## src/rtl/biu_pkg.sv

```systemverilog
// Shared types and constants for the bus interface unit.
package biu_pkg;

  typedef enum logic [2:0] {
    IDLE   = 3'd0,
    DECODE = 3'd1,
    MEM    = 3'd2,
    WB     = 3'd3,
    DONE   = 3'd4
  } state_t;

  localparam logic [1:0] SEL_MOV = 2'b00;
  localparam logic [1:0] SEL_LST = 2'b01;

  localparam int IR_MOVI    = 19;
  localparam int IR_ST      = 18;
  localparam int IR_RD_LSB  = 12;
  localparam int IR_RS_LSB  = 8;
  localparam int IR_IMM_LSB = 0;

  typedef struct packed {
    logic       movi;
    logic       st;
    logic [3:0] rd;
    logic [3:0] rs;
    logic [7:0] imm;
  } cmd_t;

endpackage

```

## src/rtl/biu_timeout_ctr.sv

```systemverilog
// Wait counter for the MEM state; tc_o flags the last allowed cycle.
module biu_timeout_ctr #(
  parameter int TIMEOUT = 16
) (
  input  logic clk,
  input  logic rst_n,
  input  logic clr_i,
  input  logic en_i,
  output logic tc_o
);
  localparam int W = (TIMEOUT > 1) ? $clog2(TIMEOUT) : 1;

  logic [W-1:0] cnt_q, cnt_d;

  always_comb begin
    cnt_d = cnt_q;
    if (clr_i)     cnt_d = '0;
    else if (en_i) cnt_d = cnt_q + 1'b1;
  end

  always_ff @(posedge clk) begin
    if (!rst_n) cnt_q <= '0;
    else        cnt_q <= cnt_d;
  end

  assign tc_o = (cnt_q == W'(TIMEOUT - 1));
endmodule

```

## src/rtl/biu_unit.sv

```systemverilog
// Bus interface unit: executes mov and load/store commands dispatched by the decoder.
module biu_unit
  import biu_pkg::*;
#(
  parameter int DATA_W  = 32,
  parameter int ADDR_W  = 16,
  parameter int TIMEOUT = 16
) (
  input  logic              clk,
  input  logic              rst_n,
  input  logic              cs_biu,
  input  logic [1:0]        sel_biu,
  input  logic [31:0]       ir,
  output logic              ready_bus,
  output logic              err,
  output logic [3:0]        rf_raddr_a,
  input  logic [DATA_W-1:0] rf_rdata_a,
  output logic [3:0]        rf_raddr_b,
  input  logic [DATA_W-1:0] rf_rdata_b,
  output logic              rf_we,
  output logic [3:0]        rf_waddr,
  output logic [DATA_W-1:0] rf_wdata,
  output logic              mem_req,
  output logic              mem_we,
  output logic [ADDR_W-1:0] mem_addr,
  output logic [DATA_W-1:0] mem_wdata,
  input  logic [DATA_W-1:0] mem_rdata,
  input  logic              mem_ack
);

  state_t            state_q, state_d;
  cmd_t              cmd_q, cmd_d;
  logic [1:0]        sel_q, sel_d;
  logic              err_q, err_d;
  logic [DATA_W-1:0] wdata_q, wdata_d;
  logic [ADDR_W-1:0] addr_q, addr_d;
  logic              mwe_q, mwe_d;
  logic [DATA_W-1:0] mwdata_q, mwdata_d;
  logic              tc;
  logic              cs_on;

  // Only a solid 1 dispatches; X/Z on the select line are treated as idle.
  assign cs_on = (cs_biu === 1'b1);

  biu_timeout_ctr #(.TIMEOUT(TIMEOUT)) u_tmo (
    .clk   (clk),
    .rst_n (rst_n),
    .clr_i (state_q != MEM),
    .en_i  (state_q == MEM),
    .tc_o  (tc)
  );

  always_comb begin
    state_d  = state_q;
    cmd_d    = cmd_q;
    sel_d    = sel_q;
    err_d    = err_q;
    wdata_d  = wdata_q;
    addr_d   = addr_q;
    mwe_d    = mwe_q;
    mwdata_d = mwdata_q;
    unique case (state_q)
      IDLE: begin
        if (cs_on) begin
          cmd_d.movi = ir[IR_MOVI];
          cmd_d.st   = ir[IR_ST];
          cmd_d.rd   = ir[IR_RD_LSB +: 4];
          cmd_d.rs   = ir[IR_RS_LSB +: 4];
          cmd_d.imm  = ir[IR_IMM_LSB +: 8];
          sel_d      = sel_biu;
          err_d      = 1'b0;
          state_d    = DECODE;
        end
      end
      DECODE: begin
        if (sel_q == SEL_MOV) begin
          wdata_d = cmd_q.movi ? DATA_W'(cmd_q.imm) : rf_rdata_a;
          state_d = WB;
        end else if (sel_q == SEL_LST) begin
          addr_d   = rf_rdata_a[ADDR_W-1:0] + ADDR_W'(cmd_q.imm);
          mwe_d    = cmd_q.st;
          mwdata_d = rf_rdata_b;
          state_d  = MEM;
        end else begin
          err_d   = 1'b1;
          state_d = DONE;
        end
      end
      MEM: begin
        if (mem_ack) begin
          if (mwe_q) begin
            state_d = DONE;
          end else begin
            wdata_d = mem_rdata;
            state_d = WB;
          end
        end else if (tc) begin
          err_d   = 1'b1;
          state_d = DONE;
        end
      end
      WB:   state_d = DONE;
      DONE: if (!cs_on) state_d = IDLE;
      default: state_d = IDLE;
    endcase
  end

  always_ff @(posedge clk) begin
    if (!rst_n) begin
      state_q  <= IDLE;
      cmd_q    <= '0;
      sel_q    <= '0;
      err_q    <= 1'b0;
      wdata_q  <= '0;
      addr_q   <= '0;
      mwe_q    <= 1'b0;
      mwdata_q <= '0;
    end else begin
      state_q  <= state_d;
      cmd_q    <= cmd_d;
      sel_q    <= sel_d;
      err_q    <= err_d;
      wdata_q  <= wdata_d;
      addr_q   <= addr_d;
      mwe_q    <= mwe_d;
      mwdata_q <= mwdata_d;
    end
  end

  assign ready_bus  = (state_q == DONE);
  assign err        = err_q;
  assign rf_raddr_a = cmd_q.rs;
  assign rf_raddr_b = cmd_q.rd;
  assign rf_we      = (state_q == WB);
  assign rf_waddr   = cmd_q.rd;
  assign rf_wdata   = wdata_q;
  assign mem_req    = (state_q == MEM);
  assign mem_we     = mwe_q;
  assign mem_addr   = addr_q;
  assign mem_wdata  = mwdata_q;

  logic unused_bits;
  assign unused_bits = ^{ir[31:20], ir[17:16], rf_rdata_a[DATA_W-1:ADDR_W]};

endmodule

```

## config.mk

```make
export PLATFORM = sky130hd
export DESIGN_NAME = biu_unit
export DESIGN_NICKNAME = d
export VERILOG_FILES = /design/src/rtl/biu_pkg.sv /design/src/rtl/biu_timeout_ctr.sv /design/src/rtl/biu_unit.sv
export SDC_FILE = /design/constraint.sdc
export NUM_CORES = 1
export LEC_CHECK = 0
export BUFFER_PORTS_ARGS = -buffer_cell sky130_fd_sc_hd__buf_4
export CAP_MARGIN = 20
export CORE_UTILIZATION = 45
export DETAILED_ROUTE_END_ITERATION = 8
export HOLD_SLACK_MARGIN = 0.12
export PLACE_DENSITY_LB_ADDON = 0.3
export REMOVE_ABC_BUFFERS = 1
export SLEW_MARGIN = 20
export SYNTH_ARGS = -nofsm -noshare
export SYNTH_HDL_FRONTEND = slang
export SYNTH_HIERARCHICAL = 1
export SYNTH_SLANG_ARGS = --single-unit
export TNS_END_PERCENT = 30
```

## constraint.sdc

```tcl
create_clock -name clk -period 2.1 [get_ports clk]
set_input_delay 0.525 -clock clk [delete_from_list [all_inputs] [get_ports clk]]
set_output_delay 0.525 -clock clk [all_outputs]
set_load 0.02 [all_outputs]
```

==> impl_metrics.py, run 1 <==
metrics = {
    "cells_and_area": {
        "insertedDiodeCount": 0,
        "nNetsFinal": 962,
        "drive_gt1_share_pct": 34.4,
        "final_cell_count_no_fill": 963,
        "fillCellCount": 968,
        "postLayoutCellArea_um2": 7140,
        "area_growth_pct": 38.2,
    },
    "setup_path": {
        "cp_cell_sequence": "and2b_1 -> and2_1 -> buf_4",
        "regToRegStartpoint": "cmd_q[0]",
        "r2r_cells": 7,
        "cp_num_buf_inv": 1,
        "type_of_element_capturing_the_critical_path": "output pin",
        "worst_path_max_delay_cell": "sky130_fd_sc_hd__dfxtp_1",
        "rr_endpoint": "mem_addr[10]",
        "critPathLaunchType": "flop",
        "critical_path_class": "flop to output pin",
        "cpPeakStageDelay_ns": 0.55,
        "worstSetupEndpoint": "rf_we",
        "worst_setup_path_startpoint": "state_q[0]",
        "ff2ff_setup_slack_ns": 0.20,
        "critical_path_arrival_ns": 1.42,
        "worstSetupPathDepth": 3,
        "critical_path.max_fanout": 12,
        "data_required_critical_path_ns": 1.57,
        "timing.critical_path.max_delay_family": "flip-flops",
    },
    "detailed_routing": {
        "route.detailed.wl_per_inst_um": 15.1,
        "drc": 0,
        "drtIter0Drc": 270,
        "routed-via-count": 5186,
        "routedLengthMet1_mm": 5.96,
        "wl_met2_mm": 7.37,
        "viasPerCell": 5.39,
        "maxUsedRoutingLayer": "met4",
        "postRouteWirelength_mm": 14.5,
        "ant_nets": 0,
        "wl_met3_um": 807,
        "number_of_search_and_repair_iterations_in_the_first_detailed_routing_pass": 4,
    },
    "placed_design": {
        "pre_cts_ws_ns": -0.207,
        "numPlacedInstances": 947,
        "final_gp_congestion": 0.833,
        "count_of_input_and_output_buffers": 216,
        "dpl-instance-area_um2": 6830,
        "dp_hpwl_mm": 10.5,
    },
    "cts": {
        "tritoncts.num_buffers": 9,
        "tritoncts_clock_tree": "yes",
        "clk_path_buf_depth": 2,
        "htree_levels": 3,
        "tritoncts_num_sinks": 109,
        "clk_transition_reported_paths_ns": 0.07,
        "clock-root-buffer": "sky130_fd_sc_hd__clkbuf_16",
        "clock_latency_ns": 0.34,
    },
    "synthesis": {
        "synthesis.area_um2": 5170,
        "yosys.area.top_type_share_pct": 42.2,
        "yosys-top-cells-area": "sky130_fd_sc_hd__dfxtp_1 (42%), sky130_fd_sc_hd__nand2_1 (10%), sky130_fd_sc_hd__a21oi_1 (7.8%)",
        "synth_warnings": 6,
        "synth_enable_flop_cells": 0,
        "synth_top_cells_by_count": "sky130_fd_sc_hd__nand2_1 (143), sky130_fd_sc_hd__dfxtp_1 (109), sky130_fd_sc_hd__a21oi_1 (80)",
        "synth_async_sr_flop_share_pct": 0,
        "synth_top_cell_by_area": "sky130_fd_sc_hd__dfxtp_1",
        "syn_inst": 633,
        "synth-seq-cells": 109,
        "post_synth_num_cell_types": 63,
        "most_instantiated_library_cell_after_synthesis": "sky130_fd_sc_hd__nand2_1",
        "synth_seq_area_share_pct": 42.2,
        "syn-mean-instance-area_um2": 8.16,
        "synth-main-ff-cell": "sky130_fd_sc_hd__dfxtp_1",
    },
    "grt": {
        "globalRouteOverflowTotal": 0,
        "total_track_usage_pct": 24.7,
        "first_global_vias": 4966,
        "grt_start_max_net_pins": 68,
        "grt_antenna_before_repair": 0,
        "first_pass_grt_wire_length_mm": 23.0,
    },
    "run": {
        "drv.max_cap_violation_count": 0,
    },
    "power": {
        "swShare_pct": 35.2,
        "sequentialPowerShare_pct": 37.7,
        "powerDensity_nw_per_um2": 955,
        "internal_power_w": 0.00442,
        "vdd_drop_max_mv": 0.593,
        "cellLeakagePower_nw": 3.04,
        "p_comb_share_pct": 37.0,
        "share_clk_of_total_power_pct": 25.3,
        "final_total_power_w": 0.00682,
        "power.switching_w": 0.00240,
    },
    "sta": {
        "max_slew.worst_pin.slew_ns": 0.785,
        "setup_ws_ns": 0.157,
        "fmax_mhz": 515,
        "period_minus_slack_ns": 1.94,
        "setup_viol": 0,
        "slew_headroom_pct": 47.6,
        "report.final.hold_viol_count": 0,
        "drv_slew": 0,
        "unrepaired_setup_endpoints_after_global_routing": "false",
        "holdWs_ns": 0.423,
        "worst_clock_skew_ns": 0.00669,
        "finalCritPeriodShare_pct": 92.5,
    },
    "floorplan": {
        "die_w_um": 109,
        "io_pins": 231,
        "count_of_standard_cell_rows": 38,
        "die_height_um": 109,
        "design.die.area_um2": 11900,
        "fp.coreArea_um2": 11000,
        "start_util_pct": 46.8,
    },
    "status": {
        "status": "completed",
    },
    "worst_hold_path": {
        "hp-class": "primary input to flop",
    },
}
worst register-to-register path: stages (launching register included):
cell and delay, ns:
sky130_fd_sc_hd__dfxtp_1 0.33, sky130_fd_sc_hd__ha_1 0.21, sky130_fd_sc_hd__fa_1 0.45, sky130_fd_sc_hd__a21oi_2 0.21, sky130_fd_sc_hd__o21ai_2 0.11, sky130_fd_sc_hd__o21ai_0 0.22
sky130_fd_sc_hd__xor2_1 0.18, sky130_fd_sc_hd__a21oi_1 0.08
what timing repair did:
item	CTS	global route
hold buffers	0	0
endpoints found under the hold margin	0	0
setup buffers	0	0
resized for setup	0	1
endpoints found under the setup margin	0	2
logic make-up after synthesis:
family	after synthesis	share of synthesized area [%]
AOI/OAI and AO/OA	157	20.7
xor gates and xnor gates	7	1.19
adders and majority gates	10	2.57
buffers and inverters	65	6.85
DFF	109	42.2
muxes	11	2.16
and+or+nand+nor	274	24.3
sequential cells by signal, indices dropped and copies added (netlist names):
signal,cells
cmd_q,10
err,1
mem_addr,16
mem_wdata,32
mem_we,1
rf_raddr_a,4
rf_raddr_b,4
rf_wdata,32
sel_q,2
state_q,3
u_tmo/cnt_q,4
metrics by stage:
step	util, %	TNS [ns]
global route	64.7	0
detailed placement	61.9	-0.816
global placement	61.9	-0.520
finish	64.7	0
CTS	64.7	0
floorplan	-	-23.68
power by group through the flow:
stage | Combinational [W] | Clock (W) | Sequential (W)
final | 0.00253 | 0.00172 | 0.00257
after CTS | 0.00253 | 0.00177 | 0.00257
after floorplan | 0.00113 | 0 | 0.00293
after global placement | 0.00246 | 0 | 0.00260
after detailed placement | 0.00253 | 0 | 0.00261
after global routing | 0.00276 | 0.00185 | 0.00261
cells in the final DEF, fill, tap and decap left out, types with 3 or more instances in the layout:
cell / count
sky130_fd_sc_hd__xnor2_1: 3
sky130_fd_sc_hd__clkbuf_16: 9
sky130_fd_sc_hd__inv_1: 5
sky130_fd_sc_hd__or3_1: 4
sky130_fd_sc_hd__a211oi_2: 22
sky130_fd_sc_hd__a21o_1: 5
sky130_fd_sc_hd__nand4_1: 4
sky130_fd_sc_hd__o21ai_0: 15
sky130_fd_sc_hd__nor3_1: 31
sky130_fd_sc_hd__mux2i_1: 10
sky130_fd_sc_hd__nand3_1: 12
sky130_fd_sc_hd__a211oi_1: 5
sky130_fd_sc_hd__o211ai_1: 8
sky130_fd_sc_hd__dfxtp_1: 109
sky130_fd_sc_hd__buf_4: 226
sky130_fd_sc_hd__nor2_1: 36
sky130_fd_sc_hd__a21oi_1: 79
sky130_fd_sc_hd__a31oi_1: 3
sky130_fd_sc_hd__nand2_1: 143
sky130_fd_sc_hd__buf_12: 6
sky130_fd_sc_hd__nor2b_1: 4
sky130_fd_sc_hd__nor3b_1: 22
sky130_fd_sc_hd__ha_1: 9
sky130_fd_sc_hd__xor2_1: 4
layout make-up:
cell class                      count  area, µm²  area share [%]
Timing Repair Buffer              232       1820            25.5
Tap cell                          140        175            2.45
Multi-Input combinational cell    459       2640            36.9
Inverter                            7       27.5           0.386
Clock inverter                      5       58.8           0.824
Clock buffer                       11        243            3.40
Sequential cell                   109       2180            30.6
per-layer routing:
| metal | global-route usage (%) | vias up |
|---|---|---|
| li1 | - | 2559 |
| met1 | 28.7 | 2440 |
| met2 | 43.5 | 158 |
| met3 | 4.72 | 29 |
| met4 | 11.3 | 0 |
| met5 | 0 | - |
worst min path at each step:
stage,startpoint,to,cells after the start
floorplan,cmd_q[16],mem_we,2
global placement,cmd_q[16],mem_we,2
detailed placement,mem_addr[3],mem_addr[3],2
CTS,ir[18],cmd_q[16],3
global route,rf_rdata_b[27],mem_wdata[27],3
finish,ir[18],cmd_q[16],3
Note: power is estimated with default switching activity, not from simulation.
==> run 2, diff against run 1 <==
--- a/config.mk
+++ b/config.mk
@@ -9,6 +9,7 @@
 export CAP_MARGIN = 20
 export CORE_UTILIZATION = 45
 export DETAILED_ROUTE_END_ITERATION = 8
+export GPL_ROUTABILITY_DRIVEN = 0
 export HOLD_SLACK_MARGIN = 0.12
 export PLACE_DENSITY_LB_ADDON = 0.3
 export REMOVE_ABC_BUFFERS = 1
==> constraint.sdc (replaced) <==
create_clock -name clk -period 2.1 [get_ports clk]
set_input_delay 0.42 -clock clk [delete_from_list [all_inputs] [get_ports clk]]
set_output_delay 0.42 -clock clk [all_outputs]
set_load 0.02 [all_outputs]
==> impl_metrics.py, run 2 (synthesis results as in run 1) <==
metrics = {
    "status": {
        "status": "completed",
    },
    "setup_path": {
        "critical_path.max_fanout": 4,
        "worst_setup_path_startpoint": "cmd_q[0]",
        "cpPeakStageDelay_ns": 0.47,
        "timing.critical_path.max_delay_family": "compound AO/OA/AOI/OAI gates",
        "data_required_critical_path_ns": 2.38,
        "critical_path_arrival_ns": 2.24,
        "worstSetupPathDepth": 7,
        "cp_cell_sequence": "ha_1 -> fa_1 -> a21oi_2 -> o21ai_2 -> o21ai_1 -> o21ai_0 -> a31oi_1",
        "ff2ff_setup_slack_ns": 0.14,
        "worstSetupEndpoint": "mem_addr[12]",
        "type_of_element_capturing_the_critical_path": "flop",
        "r2r_cells": 7,
        "rr_endpoint": "mem_addr[12]",
        "critPathLaunchType": "flop",
        "regToRegStartpoint": "cmd_q[0]",
        "cp_num_buf_inv": 0,
        "worst_path_max_delay_cell": "sky130_fd_sc_hd__fa_1",
        "critical_path_class": "flop to flop",
    },
    "detailed_routing": {
        "drtIter0Drc": 258,
        "viasPerCell": 5.36,
        "ant_nets": 0,
        "routed-via-count": 5176,
        "number_of_search_and_repair_iterations_in_the_first_detailed_routing_pass": 5,
        "drc": 0,
        "postRouteWirelength_mm": 14.6,
        "route.detailed.wl_per_inst_um": 15.1,
    },
    "power": {
        "share_clk_of_total_power_pct": 23.7,
        "cellLeakagePower_nw": 3.04,
        "swShare_pct": 36.3,
        "internal_power_w": 0.00428,
        "powerDensity_nw_per_um2": 943,
        "power.switching_w": 0.00244,
        "p_comb_share_pct": 38.0,
        "sequentialPowerShare_pct": 38.2,
        "vdd_drop_max_mv": 0.631,
    },
    "floorplan": {
        "design.die.area_um2": 11900,
        "count_of_standard_cell_rows": 38,
        "die_height_um": 109,
        "io_pins": 231,
        "start_util_pct": 46.8,
        "fp.coreArea_um2": 11000,
        "die_w_um": 109,
    },
    "cts": {
        "tritoncts.num_buffers": 9,
        "clk_transition_reported_paths_ns": 0.07,
        "tritoncts_num_sinks": 109,
        "hold_bufs_at_cts": 0,
        "tritoncts_clock_tree": "yes",
        "clk_path_buf_depth": 2,
        "cts_setup_buffers": 0,
        "clock-root-buffer": "sky130_fd_sc_hd__clkbuf_16",
        "htree_levels": 3,
        "clock_latency_ns": 0.35,
    },
    "sta": {
        "report.final.hold_viol_count": 0,
        "total_negative_slack_ns": 0,
        "period_minus_slack_ns": 1.96,
        "slew_headroom_pct": 47.1,
        "setup_viol": 0,
        "worst_clock_skew_ns": 0.00846,
        "drv_slew": 0,
        "finalCritPeriodShare_pct": 93.4,
        "max_slew.worst_pin.slew_ns": 0.793,
        "fmax_mhz": 510,
    },
    "cells_and_area": {
        "nNetsFinal": 964,
        "final_cell_count_no_fill": 965,
        "layout_common_cells": "sky130_fd_sc_hd__buf_4 (228), sky130_fd_sc_hd__nand2_1 (143), sky130_fd_sc_hd__dfxtp_1 (109)",
        "area_growth_pct": 38.0,
        "most_common_cell_after_layout_fill_and_taps_aside": "sky130_fd_sc_hd__buf_4",
        "insertedDiodeCount": 0,
        "drive_gt1_share_pct": 34.7,
    },
    "grt": {
        "globalRouteOverflowTotal": 0,
        "first_global_vias": 4990,
        "first_pass_grt_wire_length_mm": 23.2,
        "use_met1_pct": 28.2,
        "total_track_usage_pct": 24.6,
        "grt_use_met3_pct": 5.02,
        "grt_start_max_net_pins": 62,
        "grt.met2_usage_pct": 43.9,
        "globalRoute.busiestLayer": "met2",
        "grt_antenna_before_repair": 0,
    },
    "placed_design": {
        "count_of_input_and_output_buffers": 216,
        "numPlacedInstances": 949,
        "dp_hpwl_mm": 10.8,
    },
    "worst_hold_path": {
        "hp-class": "primary input to flop",
    },
    "run": {
        "drv.max_cap_violation_count": 0,
    },
}
==> run 2: power by group through the flow <==
| stage | clock (W) | combinational [W] | sequential, W |
|---|---|---|---|
| floorplan | 0 | 0.00113 | 0.00293 |
| global placement | 0 | 0.00248 | 0.00260 |
| detailed placement | 0 | 0.00255 | 0.00262 |
| CTS | 0.00163 | 0.00256 | 0.00257 |
| global route | 0.00171 | 0.00279 | 0.00261 |
| finish | 0.00160 | 0.00255 | 0.00257 |
==> run 2: layout make-up <==
cell class	instances	area, µm²
fill	969	3900
multi-input combinational	459	2640
sequential	109	2180
timing repair buffer	234	1830
clock buffer	9	225
tap	140	175
clock inverter	7	50.0
inverter	7	27.5
==> run 2: stage by stage <==
| stage | hold WS [ns] | util, % | power (W) | area (µm²) | worst slack [ns] |
|---|---|---|---|---|---|
| global route | 0.304 | 64.6 | 0.00711 | 7130 | -0.00882 |
| floorplan | 0.432 | - | 0.00406 | 4840 | -0.630 |
| CTS | 0.305 | 64.6 | 0.00677 | 7120 | 0.102 |
| finish | 0.312 | 64.6 | 0.00672 | 7130 | 0.139 |
| detailed placement | 0.449 | 62.1 | 0.00517 | 6850 | -0.120 |
| global placement | 0.438 | 62.1 | 0.00508 | 6850 | -0.0447 |
==> run 2: worst min path at each step <==
stage / start / end / slack (ns) / cells after the start
2_1_floorplan: cmd_q[16] / mem_we / 0.43 / 2
3_3_place_gp: cmd_q[16] / mem_we / 0.44 / 2
3_5_place_dp: mem_addr[3] / mem_addr[3] / 0.45 / 2
4_1_cts: rf_rdata_b[30] / mem_wdata[30] / 0.31 / 3
5_1_grt: rf_rdata_b[15] / mem_wdata[15] / 0.30 / 3
6_report: rf_rdata_b[0] / mem_wdata[0] / 0.31 / 3
==> run 2: worst min-delay path, cell delays in order <==
cell,delay [ns]
sky130_fd_sc_hd__buf_4,0.10
sky130_fd_sc_hd__nand2_1,0.04
sky130_fd_sc_hd__a21oi_1,0.05
==> run 2: layer usage <==
layer  routed length, µm  up-vias  part of all wire [%]
met3                 827       24                   5.7
met4                 301        0                   2.1
met1                5990     2423                    41
met2                7460      160                    51
met5                   0        -                     0
li1                    -     2569                     -
==> run 2: repair_timing <==
action / CTS / global route
hold endpoints to repair: 0 / 0
gates resized for setup: 0 / 1
endpoints found under the setup margin: 0 / 3
